`config.mk`:
```
export PLATFORM = sky130hd
export DESIGN_NAME = bram_port_arbiter
export DESIGN_NICKNAME = d
export VERILOG_FILES = /design/src/rtl/bram_port_arbiter.sv
export SDC_FILE = /design/constraint.sdc
export NUM_CORES = 1
export LEC_CHECK = 0
export ABC_AREA = 1
export CORE_MARGIN = 2
export CORE_UTILIZATION = 22
export CTS_BUF_LIST = sky130_fd_sc_hd__clkbuf_16
export DETAILED_ROUTE_END_ITERATION = 7
export GPL_ROUTABILITY_DRIVEN = 0
export PLACE_DENSITY_LB_ADDON = 0.3
export SYNTH_ARGS = -nofsm -noshare
export SYNTH_HDL_FRONTEND = slang
export SYNTH_SLANG_ARGS = --single-unit
```
`constraint.sdc`:
```
create_clock -name clk -period 2.6 [get_ports clk]
set_input_delay 0.26 -clock clk [delete_from_list [all_inputs] [get_ports clk]]
set_output_delay 0.26 -clock clk [all_outputs]
set_load 0.02 [all_outputs]
```
`src/rtl/bram_port_arbiter.sv`:
```
// Two-requester arbiter for one synchronous-read bram port, with per-requester lock and read-data steering.
// Define ARB_ROUND_ROBIN_EN to alternate grants under contention; otherwise requester 0 has fixed priority.
module bram_port_arbiter #(
  parameter int DATA_WIDTH = 16,
  parameter int ADDR_WIDTH = 10
) (
  input  logic                  clk,
  input  logic                  reset,
  input  logic                  req0,
  input  logic                  req1,
  input  logic                  we0,
  input  logic                  we1,
  input  logic                  lock0,
  input  logic                  lock1,
  input  logic [ADDR_WIDTH-1:0] addr0,
  input  logic [ADDR_WIDTH-1:0] addr1,
  input  logic [DATA_WIDTH-1:0] wdata0,
  input  logic [DATA_WIDTH-1:0] wdata1,
  output logic                  gnt0,
  output logic                  gnt1,
  output logic                  rvalid0,
  output logic                  rvalid1,
  output logic [DATA_WIDTH-1:0] rdata,
  output logic [ADDR_WIDTH-1:0] mem_addr,
  output logic [DATA_WIDTH-1:0] mem_data,
  output logic                  mem_we,
  input  logic [DATA_WIDTH-1:0] mem_q
);

  typedef enum logic [1:0] {NONE, OWN0, OWN1} owner_t;

  owner_t owner_q, owner_d;
  logic   rvalid0_q, rvalid0_d;
  logic   rvalid1_q, rvalid1_d;
  logic   elig0, elig1;
  logic   win0, win1;

`ifdef ARB_ROUND_ROBIN_EN
  logic last_winner_q, last_winner_d;
`endif

  always_comb begin
    // A locked owner shuts the other requester out until its lock drops.
    elig0 = req0 & ~((owner_q == OWN1) & lock1);
    elig1 = req1 & ~((owner_q == OWN0) & lock0);
`ifdef ARB_ROUND_ROBIN_EN
    win0 = elig0 & (~elig1 | last_winner_q);
    win1 = elig1 & (~elig0 | ~last_winner_q);
`else
    win0 = elig0;
    win1 = elig1 & ~elig0;
`endif
    gnt0     = win0 & ~reset;
    gnt1     = win1 & ~reset;
    mem_addr = win1 ? addr1 : addr0;
    mem_data = win1 ? wdata1 : wdata0;
    mem_we   = (gnt0 & we0) | (gnt1 & we1);

    rvalid0_d = gnt0 & ~we0;
    rvalid1_d = gnt1 & ~we1;
    if (win0)      owner_d = lock0 ? OWN0 : NONE;
    else if (win1) owner_d = lock1 ? OWN1 : NONE;
    else           owner_d = NONE;
`ifdef ARB_ROUND_ROBIN_EN
    last_winner_d = win1 ? 1'b1 : (win0 ? 1'b0 : last_winner_q);
`endif
  end

  always_ff @(posedge clk) begin
    if (reset) begin
      owner_q   <= NONE;
      rvalid0_q <= 1'b0;
      rvalid1_q <= 1'b0;
`ifdef ARB_ROUND_ROBIN_EN
      last_winner_q <= 1'b1;
`endif
    end else begin
      owner_q   <= owner_d;
      rvalid0_q <= rvalid0_d;
      rvalid1_q <= rvalid1_d;
`ifdef ARB_ROUND_ROBIN_EN
      last_winner_q <= last_winner_d;
`endif
    end
  end

  assign rvalid0 = rvalid0_q;
  assign rvalid1 = rvalid1_q;
  assign rdata   = mem_q;

endmodule

```
==> impl_metrics.toml <==
[final_layout]
area_delta_synth_final_pct = 131
drive_above_1_share_pct = 6.50
nets = 278
antenna_cells = 0

[timing]
relSlewSlack_pct = 67.6
setup_viol_count_final = 0
finalCriticalPeriod_ps = 2410
worst_pin_slew_ps = 485
fin_crit_sh_pct = 92.6
drv_slew = 0
fin_tns_setup_ps = 0
rsz0062_at_grt = "no"
finClkSkew_ps = 2.61
max_clock_freq_ghz = 0.416
finalHoldWorstSlack_ps = 520
finalHoldViolCount = 0

[yosys]
yosysTopAreaCellShare_pct = 44.6
syn_area_per_cell_um2 = 5.21
synth_seq_cells = 4
yosys.area.top_type = "nand2_1"
yosysUniqueCellTypes = 13
synth_nets = 202
syn_area_um2 = 657
yosys_warnings = 0
synthCells = 126
synth.area.top_cells = "nand2_1, buf_4, dfxtp_1"
seq_area_frac_synth_pct = 12.2

[pwr]
power_frac_clock_pct = 40.8
p_sw_mw = 0.160
leakage_nw = 0.717
p_sw_share_pct = 27.4
pwr-share-seq_pct = 11.2
irDropWorstVdd_v = 0.000336
cellPowerDensity_nw_per_um2 = 384
internal_power_mw = 0.422
combPwrFrac_pct = 48.0

[flow_run]
max_cap_violations = 0

[floorplanning]
core_area_um2 = 2810
die-width_um = 58.6
start_util_pct = 23.4
die-area_um2 = 3440
ios = 123
dieHeight_um = 58.6
num_rows = 19

[detailed_routing]
first_iter_violations = 38
drt-pass1-iter-count = 5
num_vias = 978
ant_nets = 0
routed_wirelength_mm = 2.62
wl_per_cell_um = 11.4
avgViaCountPerCell = 4.23
drc = 10

[worst_setup_path]
worstPathRequired_ps = 2340
critPathArrivalTime_ps = 2150
max_stage_delay_ps = 600
critPathTopFamily = "buffers and inverters"
r2r-end = "rvalid1"
ff2ff_setup_slack_ps = 1420
reg2reg_depth = 6
worst-path-max-fanout = 29
crit_end = "mem_data[11]"
path_buf_inv = 3
start_kind = "input pin"
path_depth = 8
crit_type = "in2out"
worst_path_max_delay_cell = "clkdlybuf4s50_1"
r2r-start = "owner_q[1]"
end_kind = "output port"
path_cells = "clkdlybuf4s50_1 -> nand3_1 -> nand2_2 -> inv_2 -> nand2_2 -> nand2_1 -> nand2_1 -> clkdlybuf4s50_1"
crit_start = "lock0"

[placed_design]
hpwl_mm = 2.20
port_buffers = 90

[clock_tree]
cts_made_buffers = 3
cts_tree = "yes"
cts_sinks = 4
post_cts_resized = 0
insertion_delay_ps = 220
cts_setup_buffers = 0
cts_buffer_depth = 2
htreeDepth = 1
clock-root-buffer = "clkbuf_16"
ctsHoldBuffers = 0

[grt]
grt_util_all_layers_pct = 14.0
grt_max_degree = 30
grt_pass1_wl_mm = 3.78
grt_pass1_vias = 904
antenna_found_initial = 0
overflow = 0

[status]
violations = "DRC"
outcome = "finished, violations left"

[worst_hold_path]
hp-class = "in2out"
[routing by layer]
layer  share of wire [%]  vias up  track usage, %
met4                 1.6        0            5.84
li1                    -      506               -
met1                  34      394            12.8
met2                  50       70            28.1
met3                  15        8            4.18
met5                   0        -               0
[power groups by stage]
| stage | Clock, mW | Sequential, mW | Combinational [mW] |
|---|---|---|---|
| 2_1_floorplan | 0 | 0.0668 | 0.147 |
| 3_3_place_gp | 0 | 0.0655 | 0.279 |
| 3_5_place_dp | 0 | 0.0657 | 0.281 |
| 4_1_cts | 0.243 | 0.0649 | 0.282 |
| 5_1_grt | 0.251 | 0.0651 | 0.300 |
| 6_report | 0.238 | 0.0649 | 0.280 |
[layout make-up]
class	instances	area, um^2
flip-flops and latches	4	80.1
well taps	31	38.8
repair buffers	92	916
fillers	286	1290
clock buffers	3	75.1
multi-input cells	93	377
inverters	8	30.0
[registers in the layout (all words and copies together) (netlist names)]
signal and flops:
rvalid1 1, owner_q 2, rvalid0 1
[cells by family after synthesis]
logic type	synth area share (%)
simple gates	57.3
flops	12.2
buf+inv	30.5
[synthesized netlist by cell type]
master / count
nor3_1: 2
buf_2: 1
buf_6: 4
nand2_2: 5
nor2_1: 4
inv_2: 2
inv_1: 6
dfxtp_1: 4
nand3_1: 2
nor2_4: 1
nand4_1: 1
nand2_1: 78
buf_4: 16
[layout by cell type (no fill, tap or decap)]
cell / Yosys / layout
buf_4: 16 / 2
clkbuf_16: 0 / 3
clkdlybuf4s50_1: 0 / 90
dfxtp_1: 4 / 4
inv_1: 6 / 6
inv_2: 2 / 2
nand2_1: 78 / 78
nand2_2: 5 / 5
nand3_1: 2 / 2
nand4_1: 1 / 1
nor2_1: 4 / 4
nor2_4: 1 / 1
nor3_1: 2 / 2
[worst min path at each step]
stage	start	endpoint	slack, ps	depth (start not counted)
2_1_floorplan	we0	rvalid0	330	1
3_3_place_gp	mem_q[14]	rdata[14]	520	0
3_5_place_dp	mem_q[14]	rdata[14]	520	0
4_1_cts	mem_q[14]	rdata[14]	520	0
5_1_grt	mem_q[8]	rdata[8]	520	0
6_report	mem_q[8]	rdata[8]	520	0
[per-stage QoR]
| step | setup WS, ps | instances | util (%) | cell area (um^2) | total power, mW |
|---|---|---|---|---|---|
| 5_1_grt | 16.7 | 231 | 54.1 | 1520 | 0.616 |
| 3_3_place_gp | 216 | 228 | 51.4 | 1440 | 0.344 |
| 6_report | 194 | 231 | 54.1 | 1520 | 0.582 |
| 3_5_place_dp | 156 | 228 | 51.4 | 1440 | 0.347 |
| 2_1_floorplan | 1240 | 126 | - | 657 | 0.214 |
| 4_1_cts | 151 | 231 | 54.1 | 1520 | 0.590 |
(Power assumes the default switching activity.)
